`config.mk`:
```
export PLATFORM = sky130hd
export DESIGN_NAME = uart_tx_arbiter
export DESIGN_NICKNAME = d
export VERILOG_FILES = /design/src/rtl/uart_arb_pkg.sv /design/src/rtl/rr_pick.sv /design/src/rtl/uart_tx_arbiter.sv
export SDC_FILE = /design/constraint.sdc
export NUM_CORES = 1
export LEC_CHECK = 0
export BUFFER_PORTS_ARGS = -buffer_cell sky130_fd_sc_hd__buf_2
export CORE_MARGIN = 2
export CORE_UTILIZATION = 57
export CTS_CLUSTER_DIAMETER = 30
export CTS_CLUSTER_SIZE = 24
export DETAILED_ROUTE_END_ITERATION = 8
export PLACE_DENSITY = 0.78
export SETUP_SLACK_MARGIN = 0.02
export SLEW_MARGIN = 0
export SYNTH_ARGS = -nofsm -noshare
export SYNTH_HDL_FRONTEND = slang
export SYNTH_SLANG_ARGS = --single-unit
```
`constraint.sdc`:
```
create_clock -name clk -period 2.4 [get_ports clk]
set_clock_uncertainty 0.1 [all_clocks]
set_input_delay 0.12 -clock clk [delete_from_list [all_inputs] [get_ports clk]]
set_output_delay 0.12 -clock clk [all_outputs]
set_load 0.02 [all_outputs]
```
`src/rtl/uart_arb_pkg.sv`:
```
// Shared definitions for the UART transmit arbiter: FSM state codes, tag nibble, defaults.
// The tag states are only reached when UART_ARB_TAG_EN is defined.
package uart_arb_pkg;

  typedef logic [2:0] arb_state_t;

  localparam arb_state_t StIdle    = 3'd0;
  localparam arb_state_t StSend    = 3'd1;
  localparam arb_state_t StWaitHi  = 3'd2;
  localparam arb_state_t StWaitLo  = 3'd3;
  localparam arb_state_t StTagSend = 3'd4;
  localparam arb_state_t StTagHi   = 3'd5;
  localparam arb_state_t StTagLo   = 3'd6;

  localparam logic [3:0] TAG_NIBBLE = 4'hA;

  localparam int unsigned ACK_TIMEOUT_DEFAULT = 1024;

  function automatic logic [7:0] make_tag(input logic [2:0] id);
    return {TAG_NIBBLE, 1'b0, id};
  endfunction

endpackage

```
`src/rtl/rr_pick.sv`:
```
// Combinational round-robin picker: first full slot strictly after `last`, wrapping around.
module rr_pick #(
  parameter int unsigned NUM_REQ = 4
) (
  input  logic [NUM_REQ-1:0]         full,
  input  logic [$clog2(NUM_REQ)-1:0] last,
  output logic                       grant_valid,
  output logic [$clog2(NUM_REQ)-1:0] grant_idx
);

  localparam int unsigned IdxW = $clog2(NUM_REQ);

  always_comb begin
    int idx;
    logic [IdxW-1:0] idx_w;
    idx         = 0;
    idx_w       = '0;
    grant_valid = 1'b0;
    grant_idx   = '0;
    // Descending offset so the nearest full slot is the last (winning) assignment.
    for (int k = int'(NUM_REQ); k >= 1; k--) begin
      idx   = (int'(last) + k) % int'(NUM_REQ);
      idx_w = IdxW'(idx);
      if (full[idx_w]) begin
        grant_valid = 1'b1;
        grant_idx   = idx_w;
      end
    end
  end

endmodule

```
`src/rtl/uart_tx_arbiter.sv`:
```
// Round-robin arbiter sharing one UART transmitter between NUM_REQ one-byte slots.
// Optional tag frame ahead of each data byte when UART_ARB_TAG_EN is defined.
module uart_tx_arbiter
  import uart_arb_pkg::*;
#(
  parameter int unsigned NUM_REQ     = 4,
  parameter int unsigned SYNC_STAGES = 2,
  parameter int unsigned ACK_TIMEOUT = ACK_TIMEOUT_DEFAULT
) (
  input  logic                       clk,
  input  logic                       rst_n,
  input  logic [NUM_REQ-1:0]         req_valid,
  input  logic [8*NUM_REQ-1:0]       req_data,
  output logic [NUM_REQ-1:0]         req_ready,
  output logic                       uart_send_en,
  output logic [7:0]                 uart_data,
  input  logic                       uart_busy,
  output logic [$clog2(NUM_REQ)-1:0] grant_id,
  output logic                       timeout_err
);

  localparam int unsigned IdxW = $clog2(NUM_REQ);
  localparam int unsigned CntW = $clog2(ACK_TIMEOUT + 1);

  logic [SYNC_STAGES-1:0] busy_sync_q, busy_sync_d;
  logic                   busy_s;
  logic [NUM_REQ-1:0]     full_q, full_d;
  logic [8*NUM_REQ-1:0]   slot_q, slot_d;
  arb_state_t             state_q, state_d;
  logic [IdxW-1:0]        grant_q, grant_d, last_q, last_d;
  logic [7:0]             data_q, data_d;
  logic                   send_en_q, send_en_d;
  logic                   tmo_q, tmo_d;
  logic [CntW-1:0]        cnt_q, cnt_d, cnt_inc;
  logic                   ack_timeout;
  logic                   clr;
  logic                   pick_valid;
  logic [IdxW-1:0]        pick_idx;

  rr_pick #(
    .NUM_REQ(NUM_REQ)
  ) u_rr_pick (
    .full       (full_q),
    .last       (last_q),
    .grant_valid(pick_valid),
    .grant_idx  (pick_idx)
  );

  assign busy_sync_d = {busy_sync_q[SYNC_STAGES-2:0], uart_busy};
  assign busy_s      = busy_sync_q[SYNC_STAGES-1];

  // Saturating count; reaching ACK_TIMEOUT in a wait state means the UART never answered.
  assign cnt_inc     = (cnt_q == CntW'(ACK_TIMEOUT)) ? cnt_q : cnt_q + 1'b1;
  assign ack_timeout = (cnt_inc == CntW'(ACK_TIMEOUT));

  always_comb begin
    state_d   = state_q;
    grant_d   = grant_q;
    last_d    = last_q;
    data_d    = data_q;
    send_en_d = send_en_q;
    tmo_d     = 1'b0;
    cnt_d     = cnt_q;
    clr       = 1'b0;
    full_d    = full_q | (req_valid & ~full_q);
    slot_d    = slot_q;
    for (int i = 0; i < int'(NUM_REQ); i++) begin
      if (req_valid[i] && !full_q[i]) slot_d[8*i +: 8] = req_data[8*i +: 8];
    end

    case (state_q)
      StIdle: begin
        if (pick_valid && !busy_s) begin
          grant_d   = pick_idx;
          last_d    = pick_idx;
          send_en_d = 1'b1;
          cnt_d     = '0;
`ifdef UART_ARB_TAG_EN
          data_d    = make_tag(3'(pick_idx));
          state_d   = StTagSend;
`else
          data_d    = slot_q[8*pick_idx +: 8];
          state_d   = StSend;
`endif
        end
      end
      StSend: begin
        cnt_d   = cnt_inc;
        state_d = StWaitHi;
      end
      StWaitHi: begin
        if (busy_s) begin
          send_en_d = 1'b0;
          clr       = 1'b1;
          state_d   = StWaitLo;
        end else if (ack_timeout) begin
          send_en_d = 1'b0;
          clr       = 1'b1;
          tmo_d     = 1'b1;
          state_d   = StIdle;
        end else begin
          cnt_d = cnt_inc;
        end
      end
      StWaitLo: begin
        if (!busy_s) state_d = StIdle;
      end
`ifdef UART_ARB_TAG_EN
      StTagSend: begin
        cnt_d   = cnt_inc;
        state_d = StTagHi;
      end
      StTagHi: begin
        if (busy_s) begin
          send_en_d = 1'b0;
          state_d   = StTagLo;
        end else if (ack_timeout) begin
          // Tag lost: the data byte is discarded with it.
          send_en_d = 1'b0;
          clr       = 1'b1;
          tmo_d     = 1'b1;
          state_d   = StIdle;
        end else begin
          cnt_d = cnt_inc;
        end
      end
      StTagLo: begin
        if (!busy_s) begin
          send_en_d = 1'b1;
          data_d    = slot_q[8*grant_q +: 8];
          cnt_d     = '0;
          state_d   = StSend;
        end
      end
`endif
      default: state_d = StIdle;
    endcase

    if (clr) full_d[grant_q] = 1'b0;
  end

  always_ff @(posedge clk or negedge rst_n) begin
    if (!rst_n) begin
      busy_sync_q <= '0;
      full_q      <= '0;
      slot_q      <= '0;
      state_q     <= StIdle;
      grant_q     <= '0;
      last_q      <= IdxW'(NUM_REQ - 1);
      data_q      <= '0;
      send_en_q   <= 1'b0;
      tmo_q       <= 1'b0;
      cnt_q       <= '0;
    end else begin
      busy_sync_q <= busy_sync_d;
      full_q      <= full_d;
      slot_q      <= slot_d;
      state_q     <= state_d;
      grant_q     <= grant_d;
      last_q      <= last_d;
      data_q      <= data_d;
      send_en_q   <= send_en_d;
      tmo_q       <= tmo_d;
      cnt_q       <= cnt_d;
    end
  end

  assign req_ready    = ~full_q;
  assign uart_send_en = send_en_q;
  assign uart_data    = data_q;
  assign grant_id     = grant_q;
  assign timeout_err  = tmo_q;

endmodule

```
==> flow_summary_export.csv, run 1 <==
group,metric,value,unit
run_status,status,"finished, final reports clean",
sta,fin_crit,2.39,ns
cells_and_area,multiInputGateArea,0.00174,mm2
yosys,synth.distinct_cells,56,
critical_path,crit_fanout,5,
critical_path,worst-path-buf-inv,2,
detailed_routing,drt_pass1_iterations,4,
global_routing,antenna_found_initial,0,
flow_run,drv_cap,0,
yosys,synth-simple-area-share,9.68,%
floorplanning,start_util,58.7,%
pwr,p_per_area,1180,mW/mm2
sta,finalMaxSlewViolations,0,
yosys,ys_ff_latch,65,
critical_path,crit_slowest_cell,"dfrtp_1",
place,dp_hpwl,5740,um
floorplanning,pin_count,55,
cells_and_area,register_area,0.00163,mm2
yosys,synth_top_family_by_area,"multiplexers",
floorplanning,num_rows,28,
clock_network,clock_path_buffers,2,
sta,rsz0062_at_grt,"true",
sta,slew_headroom,56.3,%
place,port_buffers,54,
critical_path,critPathCaptureType,"register",
sta,fin_crit_sh,99.5,%
cells_and_area,final_nets,457,
yosys,synth.most_common_cell,"dfrtp_1",
yosys,ys_async_sr_fraction,100,%
sta,setup_viol,0,
cells_and_area,fill_cells,373,
cells_and_area,diodes,0,
sta,max_freq,0.419,GHz
detailed_routing,drtIter0Drc,174,
yosys,post-synth-top-area-cell,"dfrtp_1",
yosys,post_synth.cell_area_avg,11.6,um2
sta,fin_setup_tns,0,ns
yosys,ys_warn_count,0,
pwr,ir_drop,0.814,mV
place,place_congestion,0.982,
yosys,synth.area.mux_share,21.4,%
floorplanning,die_x,82.1,um
global_routing,grt_pass1_wl,13900,um
yosys,yosysTopAreaCellShare,45.3,%
detailed_routing,routed_wl,8990,um
clock_network,htree_num_levels,3,
sta,worst_slew_pin_slew,0.655,ns
detailed_routing,drc,0,
yosys,synth-edff-count,0,
critical_path,critPathKind,"register to register",
detailed_routing,via_count,2877,
yosys,synth_area_leaders,"dfrtp_1 45%, mux2_2 13%, mux2i_1 8.1%",
yosys,synth_fa_ha_area_share,2.16,%
clock_network,cts.sinks,65,
critical_path,required,2.51,ns
pwr,p_leak,2.10,nW
clock_network,cts_made_buffers,9,
critical_path,cpPeakStageDelay,0.44,ns
clock_network,cts_tree,"yes",
critical_path,crit_path_start_kind,"register",
sta,hold_slack,0.237,ns
floorplanning,dieArea,0.00674,mm2
critical_path,crit_arrival,2.50,ns
detailed_routing,postRouteAntennaNets,0,
critical_path,crit_family,"compound AO/OA/AOI/OAI gates",
yosys,synth_commonest_cells,"63 x dfrtp_1, 40 x mux2_2, 28 x mux2i_1",
yosys,ys.flop_type,"dfrtp_1",
detailed_routing,avgRoutedWirePerCell,18.3,um
sta,hold_viol,0,
clock_network,clock_tree.root_cell,"clkbuf_8",
yosys,synthCells,299,
global_routing,grt_pass1_vias,2973,
yosys,syn-cell-area,0.00348,mm2
critical_path,crit_path_cell_trace,"inv_1, ha_1, and4bb_1, nand3_4, o221ai_2, o2111a_2, buf_4, a211oi_4, mux2i_1",
yosys,yosysSeqAreaShare,46.8,%
yosys,synth-compound-area-share,14.5,%
floorplanning,dieHeight,82.1,um
cells_and_area,syn_to_final_growth,32.8,%
cells_and_area,drive_above_1_share,40.0,%
clock_network,clock_latency,0.34,ns
hold_path,hold_class,"primary input to asynchronous set/reset pin",
yosys,synth_fp_nets,344,
clock_network,clkTransAtPathRegs,0.08,ns
floorplanning,core,0.00592,mm2
global_routing,grt_max_degree,30,
detailed_routing,viasPerCell,5.85,
global_routing,overflow,0,
global_routing,track_usage,27.7,%
yosys,synthXorXnorAreaFrac,0,%
[per-layer routing]
metal	global-route usage, %	part of all wire, %
met5	0	0
met4	12.3	2.3
met3	5.76	4.1
met2	48.2	53
met1	33.0	41
[path summary, 6_finish.rpt]
path                                          startpoint                        to  slack [ns]  depth (start not counted)
worst max register to register      cnt_q[1]$_DFFE_PN0P_      cnt_q[0]$_DFFE_PN0P_        0.01                          9
min in group clk                busy_sync_q[0]$_DFF_PN0_  busy_sync_q[1]$_DFF_PN0_        0.25                          0
worst min register to register  busy_sync_q[0]$_DFF_PN0_  busy_sync_q[1]$_DFF_PN0_        0.25                          0
worst min-delay path                               rst_n  busy_sync_q[1]$_DFF_PN0_        0.24                          2
max in group asynchronous                          rst_n    slot_q[16]$_DFFE_PN0P_        1.14                          3
worst max-delay path                cnt_q[1]$_DFFE_PN0P_      cnt_q[0]$_DFFE_PN0P_        0.01                          9
[cells in the final DEF, fill, tap and decap left out, types with 2 or more instances in the layout]
| cell | Yosys | layout |
|---|---|---|
| a211oi_1 | 4 | 2 |
| a211oi_2 | 6 | 7 |
| a21oi_1 | 8 | 7 |
| a221oi_2 | 2 | 2 |
| a31oi_1 | 3 | 3 |
| and2_1 | 2 | 2 |
| and3_1 | 2 | 2 |
| buf_2 | 4 | 54 |
| buf_4 | 2 | 24 |
| clkbuf_1 | 7 | 2 |
| clkbuf_8 | 0 | 10 |
| clkinv_4 | 0 | 2 |
| dfrtp_1 | 63 | 62 |
| dfstp_2 | 2 | 2 |
| dlygate4sd3_1 | 0 | 38 |
| ha_1 | 6 | 5 |
| inv_1 | 24 | 24 |
| mux2_2 | 40 | 40 |
| mux2i_1 | 28 | 28 |
| nand2_1 | 7 | 7 |
| nand2b_1 | 3 | 3 |
| nand3_1 | 6 | 6 |
| nand3b_1 | 2 | 2 |
| nand4_1 | 2 | 2 |
| nor2_1 | 11 | 11 |
| nor2b_1 | 4 | 4 |
| nor3_1 | 2 | 2 |
| nor4_2 | 2 | 2 |
| o211ai_1 | 2 | 2 |
| o21ai_0 | 3 | 3 |
| o21ai_1 | 8 | 8 |
| o22ai_1 | 9 | 8 |
| o2bb2ai_1 | 2 | 2 |
| o32a_1 | 4 | 4 |
| o32ai_1 | 2 | 2 |
| or3_1 | 3 | 2 |
[logic make-up (layout without fill, tap and decap cells)]
group,Yosys count,after routing
mux,69,69
flops,65,65
compound gates,64,64
simple gates,53,53
buf+inv,42,160
fa+ha+maj,6,6
[timing repair]
item                                    CTS  global route
hold buffers                             38             0
resized for setup                         1            11
hold endpoints to repair                 62             0
endpoints found under the setup margin   14            16
setup buffers                             0             2
pin swaps                                 0             3
[state kept, by name, summed over array words and instances (netlist names)]
signal        count
slot_q           32
cnt_q            11
uart_data         8
full_q            4
busy_sync_q       2
grant_id          2
last_q            2
state_q           2
timeout_err       1
uart_send_en      1
[metrics by stage]
step	worst slack [ns]	area (um2)	power (W)	util [%]	cells
after floorplan	0.193	3480	0.00352	-	299
after global placement	0.110	3960	0.00420	66.9	436
after detailed placement	-0.00159	3960	0.00431	66.9	436
after CTS	0.0553	4540	0.00529	76.8	490
after global routing	-0.0419	4620	0.00569	78.0	492
final	0.0112	4620	0.00543	78.0	492
[power breakdown]
| group | switching (W) | internal (W) | leakage (nW) | total [W] |
|---|---|---|---|---|
| combinational | 0.00135 | 0.00127 | 1.22 | 0.00262 |
| clock | 0.000420 | 0.000511 | 0.101 | 0.000931 |
| sequential | 0.000327 | 0.00155 | 0.781 | 0.00187 |
| total | 0.00210 | 0.00333 | 2.10 | 0.00543 |
[cell type report]
type / count / share of cell area (%)
clock inverter: 4 / 1.14
timing repair buffer: 118 / 18.7
clock buffer: 12 / 3.14
tap: 75 / 2.03
multi-input combinational: 192 / 37.6
sequential: 65 / 35.3
inverter: 26 / 2.11
No activity file was read; power rests on OpenSTA's default activity.
==> run 2: changes to the inputs <==
--- a/config.mk
+++ b/config.mk
@@ -5,13 +5,13 @@
 export SDC_FILE = /design/constraint.sdc
 export NUM_CORES = 1
 export LEC_CHECK = 0
-export BUFFER_PORTS_ARGS = -buffer_cell sky130_fd_sc_hd__buf_2
 export CORE_MARGIN = 2
-export CORE_UTILIZATION = 57
+export CORE_UTILIZATION = 63
 export CTS_CLUSTER_DIAMETER = 30
 export CTS_CLUSTER_SIZE = 24
 export DETAILED_ROUTE_END_ITERATION = 8
-export PLACE_DENSITY = 0.78
+export DONT_BUFFER_PORTS = 1
+export PLACE_DENSITY = 0.77
 export SETUP_SLACK_MARGIN = 0.02
 export SLEW_MARGIN = 0
 export SYNTH_ARGS = -nofsm -noshare
==> flow_summary_export.csv, run 2 (synthesized netlist as in run 1, its figures left out) <==
group,metric,value,unit
global_routing,overflow,0,
critical_path,critPathKind,"register to register",
detailed_routing,postRouteAntennaNets,0,
sta,rsz0062_at_grt,"true",
critical_path,r2r_cells,7,
sta,finalMaxSlewViolations,0,
critical_path,critPathCaptureType,"register",
global_routing,grt_pass1_vias,2845,
sta,worst_slew_pin_slew,0.386,ns
hold_path,worstHoldPathCells,3,
detailed_routing,routed_wl,8990,um
critical_path,r2r-start,"cnt_q[0]$_DFFE_PN0P_",
place,placedCellCount,377,
clock_network,clock_latency,0.36,ns
pwr,ir_drop,0.889,mV
detailed_routing,drtIter0Drc,231,
clock_network,clkTransAtPathRegs,0.08,ns
sta,setup_viol,0,
global_routing,grt.met1_usage,41.1,%
critical_path,reg2reg_to,"full_q[1]$_DFF_PN0_",
critical_path,worst-path-buf-inv,1,
floorplanning,core,0.00541,mm2
critical_path,crit_path_cell_trace,"buf_4, and4_4, nand3_2, mux2i_1, o2111a_2, o21ai_2, o32a_1",
clock_network,clock_path_buffers,2,
cells_and_area,largest_reg_flops,32,
floorplanning,die_x,78.3,um
cells_and_area,utilization,80.0,%
floorplanning,start_util,64.4,%
hold_path,hp-start,"req_valid[3]",
floorplanning,num_rows,27,
pwr,p_leak,1.88,nW
cells_and_area,fill_cells,304,
run_status,status,"finished, final reports clean",
critical_path,crit_slowest_cell,"dfrtp_1",
global_routing,track_usage,31.9,%
sta,max_freq,0.429,GHz
cells_and_area,register_area,0.00163,mm2
hold_path,hold_class,"primary input to register",
detailed_routing,drc,0,
clock_network,cts.sinks,65,
cells_and_area,layout_commonest_cell,"dfrtp_1",
cells_and_area,drive_above_1_share,30.9,%
cells_and_area,layout.cells.non_filler,434,
critical_path,worst-r2r-setup-slack,0.07,ns
detailed_routing,avgRoutedWirePerCell,20.7,um
detailed_routing,via_count,2697,
critical_path,crit_family,"compound AO/OA/AOI/OAI gates",
sta,hold_viol,0,
critical_path,cpPeakStageDelay,0.42,ns
cells_and_area,top_register,"slot_q",
critical_path,crit_arrival,2.47,ns
cells_and_area,multiInputGateArea,0.00172,mm2
sta,fin_crit_sh,97.1,%
place,place_congestion,0.897,
place,port_buffers,0,
global_routing,met2_usage,53.4,%
sta,slew_headroom,73.5,%
critical_path,critPathLaunch,"cnt_q[0]$_DFFE_PN0P_",
critical_path,crit_path_start_kind,"register",
global_routing,antenna_found_initial,0,
flow_run,drv_cap,0,
global_routing,grt_pass1_wl,14800,um
place,dp_hpwl,5300,um
global_routing,busiest_layer,"met2",
floorplanning,dieHeight,78.3,um
global_routing,grt_util_met3,6.21,%
floorplanning,pin_count,55,
cells_and_area,syn_to_final_growth,24.4,%
clock_network,htree_num_levels,3,
critical_path,required,2.54,ns
cells_and_area,mostFrequentLayoutCells,"62 x dfrtp_1, 40 x mux2_2, 38 x dlygate4sd3_1",
sta,fin_crit,2.33,ns
clock_network,cts_tree,"yes",
detailed_routing,drt_pass1_iterations,5,
cells_and_area,diodes,0,
critical_path,crit_fanout,5,
detailed_routing,viasPerCell,6.21,
pwr,p_per_area,1230,mW/mm2
clock_network,clock_tree.root_cell,"clkbuf_8",
global_routing,grt_max_degree,66,
hold_path,holdPathEnd,"slot_q[31]$_DFFE_PN0P_",
floorplanning,dieArea,0.00613,mm2
cells_and_area,final_nets,402,
clock_network,cts_made_buffers,9,
[run 2: cell count changes in the layout (fill, tap and decap cells not counted), moves of 2 or more]
| cell | before | now |
|---|---|---|
| inv_6 | 0 | 3 |
| clkinvlp_4 | 0 | 3 |
| clkbuf_1 | 2 | 0 |
| clkinv_4 | 2 | 0 |
| buf_4 | 24 | 22 |
| buf_2 | 54 | 0 |
[run 2: report_power, final]
part           switching [W]  internal (W)  total, W
clock network       0.000490      0.000383  0.000872
logic                0.00122       0.00119   0.00241
registers           0.000481       0.00154   0.00202
total                0.00219       0.00312   0.00531
[run 2: worst max path at each step]
stage	cells past startpoint	to
floorplan	7	full_q[0]$_DFF_PN0_
global placement	7	cnt_q[1]$_DFFE_PN0P_
detailed placement	7	cnt_q[1]$_DFFE_PN0P_
CTS	7	cnt_q[1]$_DFFE_PN0P_
global route	7	full_q[1]$_DFF_PN0_
finish	7	full_q[1]$_DFF_PN0_
[run 2: area by class of cell]
type / instances / share of cell area (%)
Inverter: 26 / 2.26
Tap cell: 72 / 2.08
Sequential cell: 65 / 37.7
Multi-Input combinational cell: 192 / 39.7
Clock inverter: 7 / 1.24
Timing Repair Buffer: 63 / 14.2
Clock buffer: 9 / 2.86
[run 2: per-layer routing]
layer	vias up	part of all wire, %	wire length (um)
li1	1216	-	-
met1	1336	41	3700
met2	125	51	4600
met3	20	5.6	504
met4	0	2.0	183
met5	-	0	0
[run 2: through the flow]
stage	total power [W]	instance area, um2	hold WS, ns	setup WS (ns)	setup TNS [ns]
2_1_floorplan	0.00352	3480	-0.276	0.193	0
5_1_grt	0.00559	4330	0.213	-0.0345	-0.148
6_report	0.00531	4330	0.174	0.0685	0
3_3_place_gp	0.00408	3680	-0.274	0.0537	0
4_1_cts	0.00510	4270	0.146	0.0392	0
3_5_place_dp	0.00417	3680	-0.274	0.0478	0
[run 2: worst register-to-register path: cells and delay by family (launching register included)]
family	cells	cell delay, ns
muxes	1	0.36
DFF	1	0.42
buffers and inverters	1	0.15
AOI/OAI and AO/OA	3	0.78
and+or+nand+nor	2	0.40
[run 2: timing repair]
action / CTS / global route
hold buffers: 39 / 0
buffers inserted: 0 / 2
endpoints found under the setup margin: 0 / 16
gates resized for setup: 0 / 7
hold endpoints to repair: 102 / 0
==> run 3: changes to the inputs <==
--- a/config.mk
+++ b/config.mk
@@ -5,7 +5,6 @@
 export SDC_FILE = /design/constraint.sdc
 export NUM_CORES = 1
 export LEC_CHECK = 0
-export CORE_MARGIN = 2
 export CORE_UTILIZATION = 63
 export CTS_CLUSTER_DIAMETER = 30
 export CTS_CLUSTER_SIZE = 24
@@ -16,4 +15,5 @@
 export SLEW_MARGIN = 0
 export SYNTH_ARGS = -nofsm -noshare
 export SYNTH_HDL_FRONTEND = slang
+export SYNTH_HIERARCHICAL = 1
 export SYNTH_SLANG_ARGS = --single-unit
==> flow_summary_export.csv, run 3 <==
group,metric,value,unit
yosys,ys.flop_type,"dfrtp_1",
yosys,synth_commonest_cells,"63 x dfrtp_1, 51 x nand2_1, 32 x mux2_2",
cells_and_area,fill_cells,259,
sta,setup_viol,0,
sta,worst_slew_pin_slew,0.707,ns
floorplanning,num_rows,26,
cells_and_area,syn_to_final_growth,28.0,%
detailed_routing,avgRoutedWirePerCell,20.4,um
yosys,synthCells,315,
floorplanning,dieArea,0.00564,mm2
cells_and_area,diodes,0,
yosys,ys_warn_count,6,
clock_network,cts.sinks,65,
pwr,p_per_area,1130,mW/mm2
critical_path,r2r_cells,6,
yosys,yosysSeqAreaShare,48.4,%
sta,hold_viol,0,
pwr,ir_drop,0.702,mV
cells_and_area,layout_commonest_cell,"dfrtp_1",
detailed_routing,drtIter0Drc,220,
global_routing,grt_pass1_wl,13000,um
clock_network,htree_num_levels,3,
detailed_routing,via_count,2827,
cells_and_area,final_nets,423,
critical_path,critPathKind,"register to register",
floorplanning,die_x,75.1,um
critical_path,required,2.54,ns
cells_and_area,top_register,"slot_q",
cells_and_area,mostFrequentLayoutCells,"60 x dfrtp_1, 51 x nand2_1, 38 x dlygate4sd3_1",
sta,fin_crit,2.36,ns
sta,slew_headroom,52.9,%
sta,fin_crit_sh,98.3,%
hold_path,hold_class,"primary input to register",
global_routing,track_usage,32.6,%
yosys,synth_area_leaders,"dfrtp_1 47%, mux2_2 11%, nand2_1 5.7%",
clock_network,cts_tree,"yes",
critical_path,crit_slowest_cell,"or4b_4",
global_routing,grt_max_degree,66,
sta,rsz0062_at_grt,"true",
place,place_congestion,0.874,
yosys,ys_ff_latch,65,
critical_path,crit_fanout,8,
global_routing,grt_pass1_vias,2668,
floorplanning,core,0.00514,mm2
yosys,synth.most_common_cell,"dfrtp_1",
yosys,synth_fp_nets,360,
critical_path,worst-r2r-setup-slack,0.04,ns
critical_path,cpPeakStageDelay,0.56,ns
yosys,yosysTopAreaCellShare,46.8,%
pwr,finalPower,0.00487,W
floorplanning,start_util,65.5,%
critical_path,critPathCaptureType,"register",
cells_and_area,layout.cells.non_filler,453,
cells_and_area,largest_reg_flops,32,
yosys,syn-cell-area,0.00337,mm2
pwr,p_leak,1.98,nW
place,dp_hpwl,5040,um
sta,max_freq,0.424,GHz
clock_network,clock_path_buffers,2,
clock_network,clkTransAtPathRegs,0.09,ns
hold_path,holdPathEnd,"slot_q[29]$_DFFE_PN0P_",
critical_path,crit_path_start_kind,"register",
clock_network,clock_tree.root_cell,"clkbuf_8",
yosys,post-synth-top-area-cell,"dfrtp_1",
critical_path,r2r-start,"cnt_q[4]$_DFFE_PN0P_",
yosys,ys_async_sr_fraction,100,%
detailed_routing,drc,0,
floorplanning,dieHeight,75.1,um
place,placedCellCount,390,
flow_run,drv_cap,0,
global_routing,overflow,0,
run_status,status,"finished, final reports clean",
yosys,post_synth.cell_area_avg,10.7,um2
place,port_buffers,0,
floorplanning,pin_count,55,
detailed_routing,postRouteAntennaNets,0,
clock_network,clock_latency,0.36,ns
sta,finalMaxSlewViolations,0,
critical_path,crit_path_cell_trace,"nand4_1, or4b_4, a22oi_4, nand4_4, and3_4, a22o_1",
detailed_routing,routed_wl,9250,um
clock_network,cts_made_buffers,9,
critical_path,crit_family,"simple AND/OR/NAND/NOR gates",
critical_path,crit_arrival,2.50,ns
critical_path,reg2reg_to,"cnt_q[6]$_DFFE_PN0P_",
cells_and_area,drive_above_1_share,29.2,%
global_routing,antenna_found_initial,0,
detailed_routing,drt_pass1_iterations,7,
critical_path,worst-path-buf-inv,0,
yosys,synth-edff-count,0,
yosys,synth.distinct_cells,48,
detailed_routing,viasPerCell,6.24,
hold_path,worstHoldPathCells,3,
hold_path,hp-start,"req_valid[3]",
-- run 3: metal layers --
layer / global-route usage [%] / wire [um] / up-vias
met1: 40.5 / 3700 / 1386
met2: 52.0 / 4540 / 158
met3: 8.57 / 667 / 40
li1: - / - / 1243
met4: 18.2 / 338 / 0
met5: 0 / 0 / -
-- run 3: cell families (layout without fill, tap and decap cells) --
group / count (synthesis) / after routing / share of synthesized area [%]
AOI/OAI and AO/OA: 39 / 39 / 9.18
xor gates and xnor gates: 2 / 2 / 0.520
adders and majority gates: 6 / 6 / 2.23
buffers and inverters: 33 / 100 / 4.16
DFF: 65 / 65 / 48.4
muxes: 43 / 43 / 16.9
and+or+nand+nor: 127 / 128 / 18.6
-- run 3: report_power, final --
part | total, W | internal (W) | switching (W)
clock | 0.000978 | 0.000509 | 0.000468
sequential | 0.00196 | 0.00152 | 0.000447
combinational | 0.00193 | 0.000971 | 0.000961
-- run 3: through the flow --
step	hold slack (ns)	setup WS [ns]	cell area, um2	util, %	setup TNS, ns
after floorplan	-0.276	0.0342	3380	-	0
after detailed placement	-0.274	0.0114	3560	69.3	0
final	0.176	0.0416	4310	83.9	0
after CTS	0.178	0.00167	4180	81.4	0
after global routing	0.219	-0.0331	4310	83.9	-0.109
after global placement	-0.274	0.0776	3560	69.3	0
-- run 3: tightest hold or removal path: stages --
cell	delay (ns)
nor2b_1	0.11
buf_4	0.20
mux2_2	0.17
-- run 3: how the worst max path moves through the flow --
stage                              start  cells after the start                   end  slack, ns
CTS                 cnt_q[1]$_DFFE_PN0P_                      8  cnt_q[5]$_DFFE_PN0P_      0.002
floorplan           cnt_q[0]$_DFFE_PN0P_                      8  cnt_q[2]$_DFFE_PN0P_       0.03
detailed placement  cnt_q[1]$_DFFE_PN0P_                      7  cnt_q[6]$_DFFE_PN0P_       0.01
finish              cnt_q[4]$_DFFE_PN0P_                      6  cnt_q[6]$_DFFE_PN0P_       0.04
global route        cnt_q[0]$_DFFE_PN0P_                      8  cnt_q[6]$_DFFE_PN0P_      -0.03
global placement    cnt_q[1]$_DFFE_PN0P_                      7  cnt_q[2]$_DFFE_PN0P_       0.08
-- run 3: repair_timing --
action	CTS	global route
pin swaps	1	9
gates resized for setup	0	16
hold buffers	39	0
buffers inserted	0	7
setup endpoints to repair	3	24
hold endpoints to repair	102	0
cloned	1	0
-- run 3: final cells by class --
cell class	instances	area (um2)	area share, %
clock inverters	6	67.6	1.57
clock buffers	10	138	3.19
multi-input cells	218	1690	39.2
repair buffers	70	644	14.9
well taps	70	87.6	2.03
inverters	14	52.6	1.22
flip-flops and latches	65	1630	37.9
